[config.mk]
export PLATFORM = sky130hd
export DESIGN_NAME = mult_sched
export DESIGN_NICKNAME = d
export VERILOG_FILES = /design/src/rtl/mult_sched.sv
export SDC_FILE = /design/constraint.sdc
export NUM_CORES = 1
export LEC_CHECK = 0
export BUFFER_PORTS_ARGS = -buffer_cell sky130_fd_sc_hd__buf_4
export CORE_MARGIN = 2
export CORE_UTILIZATION = 34
export DETAILED_ROUTE_END_ITERATION = 16
export HOLD_SLACK_MARGIN = 0.05
export MAX_ROUTING_LAYER = met4
export PLACE_DENSITY = 0.55
export SYNTH_ARGS = -nofsm -noshare
export SYNTH_HDL_FRONTEND = slang
export SYNTH_SLANG_ARGS = --single-unit
export TNS_END_PERCENT = 1
[constraint.sdc]
create_clock -name clk -period 5.5 [get_ports clk]
set_input_delay 0.825 -clock clk [delete_from_list [all_inputs] [get_ports clk]]
set_output_delay 0.825 -clock clk [all_outputs]
set_load 0.01 [all_outputs]
[src/rtl/mult_sched.sv]
// Two-requester 4x4 unsigned multiplier time-sharing one 2x2 multiplier over 4 cycles.
// Define RR_ARB_EN for round-robin arbitration; otherwise requester 0 has fixed priority.
module mult_sched (
  input  logic       clk,
  input  logic       rst_n,
  input  logic       req0_valid,
  input  logic [3:0] req0_a,
  input  logic [3:0] req0_b,
  output logic       req0_ready,
  input  logic       req1_valid,
  input  logic [3:0] req1_a,
  input  logic [3:0] req1_b,
  output logic       req1_ready,
  output logic       res_valid,
  output logic [7:0] res_product,
  output logic       res_id,
  input  logic       res_ready,
  output logic       busy,
  output logic [1:0] dbg_state_o
);

  // Handshakes: a transfer happens on a rising edge where valid and ready are both high;
  // readies are only ever asserted in IDLE, and the result holds until res_ready is seen.
  typedef enum logic [1:0] {
    IDLE = 2'd0,
    MUL  = 2'd1,
    DONE = 2'd2
  } state_e;

  state_e      state_q, state_d;
  logic [1:0]  step_q, step_d;
  logic [3:0]  a_q, a_d;
  logic [3:0]  b_q, b_d;
  logic        id_q, id_d;
  logic [7:0]  acc_q, acc_d;
  logic [7:0]  prod_q, prod_d;
  logic        res_id_q, res_id_d;
`ifdef RR_ARB_EN
  logic        last_id_q, last_id_d;
`endif

  logic        grant_id;
  logic        accept;
  logic [3:0]  sel_a;
  logic [3:0]  sel_b;
  logic [1:0]  a_sl;
  logic [1:0]  b_sl;
  logic [3:0]  pp;
  logic [2:0]  shamt;
  logic [7:0]  pp_sh;
  logic [7:0]  acc_sum;

  always_comb begin
    if (req0_valid && req1_valid) begin
`ifdef RR_ARB_EN
      grant_id = ~last_id_q;
`else
      grant_id = 1'b0;
`endif
    end else begin
      grant_id = req1_valid;
    end
  end

  assign accept = (state_q == IDLE) && (req0_valid || req1_valid);
  assign sel_a  = grant_id ? req1_a : req0_a;
  assign sel_b  = grant_id ? req1_b : req0_b;

  // step[1] picks the a slice, step[0] the b slice; shift is 2*(i+j).
  assign a_sl    = step_q[1] ? a_q[3:2] : a_q[1:0];
  assign b_sl    = step_q[0] ? b_q[3:2] : b_q[1:0];
  assign pp      = {2'b00, a_sl} * {2'b00, b_sl};
  assign shamt   = {step_q[1] & step_q[0], step_q[1] ^ step_q[0], 1'b0};
  assign pp_sh   = {4'b0000, pp} << shamt;
  assign acc_sum = acc_q + pp_sh;

  // State and datapath registers.
  always_ff @(posedge clk) begin
    if (!rst_n) begin
      state_q   <= IDLE;
      step_q    <= 2'd0;
      a_q       <= 4'd0;
      b_q       <= 4'd0;
      id_q      <= 1'b0;
      acc_q     <= 8'd0;
      prod_q    <= 8'd0;
      res_id_q  <= 1'b0;
`ifdef RR_ARB_EN
      last_id_q <= 1'b1;
`endif
    end else begin
      state_q   <= state_d;
      step_q    <= step_d;
      a_q       <= a_d;
      b_q       <= b_d;
      id_q      <= id_d;
      acc_q     <= acc_d;
      prod_q    <= prod_d;
      res_id_q  <= res_id_d;
`ifdef RR_ARB_EN
      last_id_q <= last_id_d;
`endif
    end
  end

  // Next-state logic.
  always_comb begin
    state_d = state_q;
    case (state_q)
      IDLE: if (accept) state_d = MUL;
      MUL:  if (step_q == 2'd3) state_d = DONE;
      DONE: if (res_ready) state_d = IDLE;
      default: state_d = IDLE;
    endcase
  end

  always_comb begin
    step_d   = step_q;
    a_d      = a_q;
    b_d      = b_q;
    id_d     = id_q;
    acc_d    = acc_q;
    prod_d   = prod_q;
    res_id_d = res_id_q;
`ifdef RR_ARB_EN
    last_id_d = last_id_q;
`endif
    if (accept) begin
      a_d    = sel_a;
      b_d    = sel_b;
      id_d   = grant_id;
      acc_d  = 8'd0;
      step_d = 2'd0;
`ifdef RR_ARB_EN
      last_id_d = grant_id;
`endif
    end else if (state_q == MUL) begin
      acc_d  = acc_sum;
      step_d = step_q + 2'd1;
      if (step_q == 2'd3) begin
        prod_d   = acc_sum;
        res_id_d = id_q;
      end
    end
  end

  // Output logic.
  always_comb begin
    req0_ready  = (state_q == IDLE) && rst_n && req0_valid && !grant_id;
    req1_ready  = (state_q == IDLE) && rst_n && req1_valid && grant_id;
    res_valid   = (state_q == DONE);
    busy        = (state_q != IDLE);
    res_product = prod_q;
    res_id      = res_id_q;
    dbg_state_o = state_q;
  end

endmodule

# Yosys cells after proc, flatten, opt, wreduce, memory -nomap -nowiden
# Index checks and enable logic that the tools add are counted.
[word_totals] output_inout_bits=15 regBits=30 in_bits=21
[classes] n_eq_ne=6 n_shift=1 mul=1 mux=9 n_reduce_logical=14 n_addsub=2 bitwise_logic=4
[ops] cell="$mux W2" n=5
[ops] cell="$add A8 B8 Y8" n=1
[ops] cell="$mux W4" n=2
[ops] cell="$shl A4 B3 Y8" n=1
[ops] cell="$logic_and A1 B1 Y1" n=7
[ops] cell="$pmux W2 S3" n=1
[ops] cell="$reduce_and A3 Y1" n=2
[ops] cell="$eq A2 B2 Y1 const B" n=2
[ops] cell="$mul A2 B2 Y4" n=1
[ops] cell="$ne A2 B2 Y1 const B" n=2
[ops] cell="$add A2 B1 Y2 const B" n=1
[ops] cell="$eq A2 B1 Y1 const B" n=1
[ops] cell="$logic_not A2 Y1" n=1
[ops] cell="$ne A2 B1 Y1 const B" n=1
[ops] cell="$not A1 Y1" n=2
[ops] cell="$reduce_bool A2 Y1" n=1
[ops] cell="$reduce_or A2 Y1" n=1
[ops] cell="$and A1 B1 Y1" n=1
[ops] cell="$logic_not A1 Y1" n=1
[ops] cell="$logic_or A1 B1 Y1" n=1
[ops] cell="$mux W1" n=1
[ops] cell="$xor A1 B1 Y1" n=1

# Longest topological paths before layout
[depth] ltp_word=4 depth_mapped=12 depth_no_buf=12

# Worst setup path before layout
# No wires, ideal clock.
[synth_path] path_type="register -> register" start="register step_q[0]" end="register acc_q[6]" required_time_ps=5380 path_stages_with_launch=13 setup_slack_ps=2961 period_less_slack_ps=2539 arrival_time_ps=2418 cell_sequence="dfxtp_1 -> mux2i_1 -> nor2_1 -> ha_1 -> ha_1 -> mux2i_1 -> nor2_1 -> ha_1 -> a21oi_1 -> o211ai_1 -> a21oi_1 -> xor2_1 -> o21ai_1"
[synth_between] elab_chain_len=4 word_cells_on_any_way=6 classes_between="1 x add/sub; 1 x mul; 1 x shift; 1 x mux; 2 x bitwise"
[synth_rtl] item="start: declaration" line_no="31" text="logic [1:0] step_q, step_d;"
[synth_rtl] item="start signal: assignment" line_no="93" text="step_q <= step_d;"
[synth_rtl] item="$mux W2" line_no="71" text="assign b_sl = step_q[0] ? b_q[3:2] : b_q[1:0];"
[synth_rtl] item="$mul A2 B2 Y4" line_no="72" text="assign pp = {2'b00, a_sl} * {2'b00, b_sl};"
[synth_rtl] item="$shl A4 B3 Y8 (*)" line_no="74" text="assign pp_sh = {4'b0000, pp} << shamt;"
[synth_rtl] item="$add A8 B8 Y8 (*)" line_no="75" text="assign acc_sum = acc_q + pp_sh;"
[synth_rtl] item="end signal: assignment" line_no="85" text="acc_q <= 8'd0;"
[synth_rtl] item="end signal: assignment" line_no="97" text="acc_q <= acc_d;"
[synth_rtl] item="end: declaration" line_no="35" text="logic [7:0] acc_q, acc_d;"
# Every way passes the cells marked *; elsewhere a longest branch is shown, timed or not.
# A chain may end at the register's enable or synchronous reset.

# Worst setup path after layout
# Ends and elaborated chain as after synthesis.

==> metrics.csv <==
stage,metric,value,unit
clock_tree,Worst-Skew Late Latency,0.28,ns
critical_path,Worst EP required,5.67,ns
timing,count of final setup violators,0,
yosys,"Seq/Total Area, Yosys",36.2,%
yosys,Synth cell types,42,
pwr,leakage,0.000849,uW
timing,setup TNS,0,ns
critical_path,crit-path cells,mux2i_1 -> nor2_1 -> ha_1 -> ha_1 -> mux2i_1 -> nor2_1 -> ha_1 -> a21oi_1 -> o211ai_1 -> a21oi_1 -> xor2_1 -> o21ai_1,
critical_path,worst reg2reg startpoint,step_q[0],
hold_path,Hold Path Class,reg -> reg,
timing,Hold WS,0.455,ns
pwr,worst vdd ir,0.135,mV
route,Vias,1336,
clock_tree,number of gates resized after CTS,0,
outcome,status,completed,
critical_path,CP Capture Type,flip-flop,
critical_path,Crit path top cell by count,ha_1,
yosys,"Net Count, Synth",219,
critical_path,reg-to-reg endpoint,acc_q[6],
clock_tree,Clock Path Buffers,2,
yosys,leading area contributor after synthesis,dfxtp_1,
critical_path,r2r setup slk,2.60,ns
critical_path,CP arrival,3.07,ns
placement,routability cong.,0.808,
global_routing,GR Overflow Total,0,
timing,fin crit share,52.8,%
clock_tree,Worst-path clk slew,0.06,ns
route,First DRT Iteration DRCs,44,
die,Initial Utilization,35.1,%
pwr,part of the power in combinational logic,13.6,%
die,num ports,36,
yosys,mean area per synthesized cell,8.87,sq um
placement,port buffer count,35,
final_layout,most frequent cells in the layout,"buf_4, dfxtp_1, nand2_1",
pwr,net switching power,123,uW
job,total of max-cap violations,0,
route,router iterations before antenna repair,4,
timing,RSZ-0062 raised after global routing,no,
final_layout,share of post-route cells with drive strength above 1,24.1,%
timing,final setup skew,0.00569,ns
yosys,Ys Warns,0,
global_routing,Total GRT Usage,14.6,%
pwr,clock power share,38.3,%
die,die area,5450,sq um
final_layout,final net count,251,
clock_tree,TritonCTS clock tree,built,
route,Residual DRC,0,
clock_tree,Hold Buf Count CTS,0,
critical_path,crit path to,acc_q[6],
global_routing,vias in the first global route,1248,
global_routing,first-pass GRT wire length,5840,microns
pwr,switch share,25.7,%
yosys,Mapped Area,1660,sq um
pwr,register share of total power,48.1,%
critical_path,type of the worst setup path,reg -> reg,
final_layout,ant diodes,0,
die,core footprint,4720,sq um
critical_path,crit-path max FO,4,
timing,FMAX,344,MHz
pwr,Internal,357,uW
global_routing,largest net degree at the start of global routing,19,
die,die width,73.8,microns
final_layout,fillcell total,500,
route,vias per cell,4.66,
critical_path,CP startpoint,step_q[0],
final_layout,Layout area overhead,22.6,%
timing,Rel. slew slack,44.6,%
die,die span in y,73.8,microns
route,WL final,3410,microns
timing,Slew Limit Fails,0,
critical_path,crit path launch type,flip-flop,
placement,Place WS,2.56,ns
timing,post-route setup slack,2.60,ns
global_routing,initial antenna violation count,0,
final_layout,"most common cell after layout, fill and taps aside",buf_4,
die,FP Rows,25,
critical_path,slowest cell on the critical path,dfxtp_1,
clock_tree,CTS Buf Count,5,
pwr,total power per unit cell area,236,nW/um^2
placement,dpl hpwl,2660,microns
timing,minimum clock period,2.90,ns
timing,Fin. Hold Viols,0,
clock_tree,CTS sink cnt,30,
clock_tree,root buf cell,clkbuf_8,
yosys,top post-synthesis cells by area,"dfxtp_1, mux2i_1, ha_1, nand2_1, a21oi_1",
critical_path,Worst path max stage delay,0.42,ns
yosys,top-area cell type share of the netlist area,36.2,%
clock_tree,H-tree levels,2,
yosys,cell count after synthesis,187,
yosys,"FF+latch count, synth",30,
timing,Worst Tran Pin Value,0.829,ns
route,Post-DRT Antenna Nets,0,
clock_tree,Post-CTS Setup Bufs,0,
route,drt wl/cell,11.9,microns
critical_path,FF-to-FF path depth,12,
-- power groups by stage --
| stage | Sequential [uW] | Combinational, uW | Clock [uW] |
|---|---|---|---|
| finish | 231 | 65.2 | 184 |
| global route | 232 | 73.8 | 200 |
| CTS | 231 | 66.3 | 188 |
| detailed placement | 236 | 66.0 | 0 |
| global placement | 236 | 65.8 | 0 |
| floorplan | 235 | 47.3 | 0 |
-- synthesized netlist by cell type (all sizes together) --
cell	count
inv	4
fa	1
nand2b	3
nor3	1
xnor2	5
a21oi	16
a21o	2
o21bai	1
dfxtp	30
ha	10
nand3	4
mux2i	14
buf	8
a211oi	10
xor2	3
nor4	1
nand2	24
and3	2
o31ai	1
a22o	2
nor3b	1
o211ai	1
o21ai	9
nor2b	5
and2	3
clkbuf	2
a2111oi	1
o21a	2
nor2	19
and2b	2
-- layer usage --
layer  share of wire, %  GRT usage [%]  up-vias
li1                   -              -      713
met1                 50           19.1      587
met2                 45           21.9       31
met3                3.9           4.12        5
met4                1.2           4.24        0
met5                  0              -        -
-- sequential cells by signal (all words and copies together) (netlist names) --
name         cells
dbg_state_o      2
acc_q            8
a_q              4
res_id           1
step_q           2
res_product      8
id_q             1
b_q              4
-- how the worst min path moves through the flow --
stage / slack [ns] / endpoint / depth (start not counted) / start
final: 0.45 / res_product[4] / 2 / res_product[4]
after detailed placement: 0.45 / res_product[4] / 2 / res_product[4]
after floorplan: 0.43 / id_q / 1 / id_q
after CTS: 0.46 / res_product[4] / 2 / res_product[4]
after global placement: 0.45 / acc_q[0] / 2 / acc_q[0]
after global routing: 0.47 / acc_q[0] / 2 / acc_q[0]
-- area by class of cell --
| type | count | area [sq um] | share of cell area, % |
|---|---|---|---|
| clock inverter | 1 | 5.00 | 0.246 |
| sequential | 30 | 601 | 29.6 |
| tap | 67 | 83.8 | 4.13 |
| multi-input combinational | 143 | 978 | 48.2 |
| timing repair buffer | 35 | 263 | 12.9 |
| clock buffer | 7 | 86.3 | 4.25 |
| inverter | 4 | 15.0 | 0.739 |
-- critical path: cells and delay by family (launching register included) --
family | cells | cell delay, ns
XOR/XNOR | 1 | 0.25
adder cells (fa/ha/maj) | 3 | 0.81
AND/OR/NAND/NOR | 2 | 0.16
AO/OA/AOI/OAI | 4 | 0.63
multiplexers | 2 | 0.51
flip-flops | 1 | 0.42
-- metrics by stage --
step	area, sq um	instances	total power, uW	util (%)
final	2030	287	480	43.0
after global routing	2030	287	506	43.0
after CTS	2030	287	485	43.0
after detailed placement	1940	279	302	41.1
after global placement	1940	279	302	41.1
after floorplan	1660	187	282	-
-- logic make-up (layout without fill, tap and decap cells) --
| logic type | Yosys count | count (layout) | synth area share [%] |
|---|---|---|---|
| xor+xnor | 8 | 8 | 4.23 |
| buf+inv | 14 | 47 | 4.75 |
| compound gates | 45 | 45 | 18.3 |
| flops | 30 | 30 | 36.2 |
| fa+ha+maj | 11 | 11 | 8.75 |
| simple gates | 65 | 65 | 19.1 |
| mux | 14 | 14 | 8.68 |
Power figures use the tool's default switching activity.
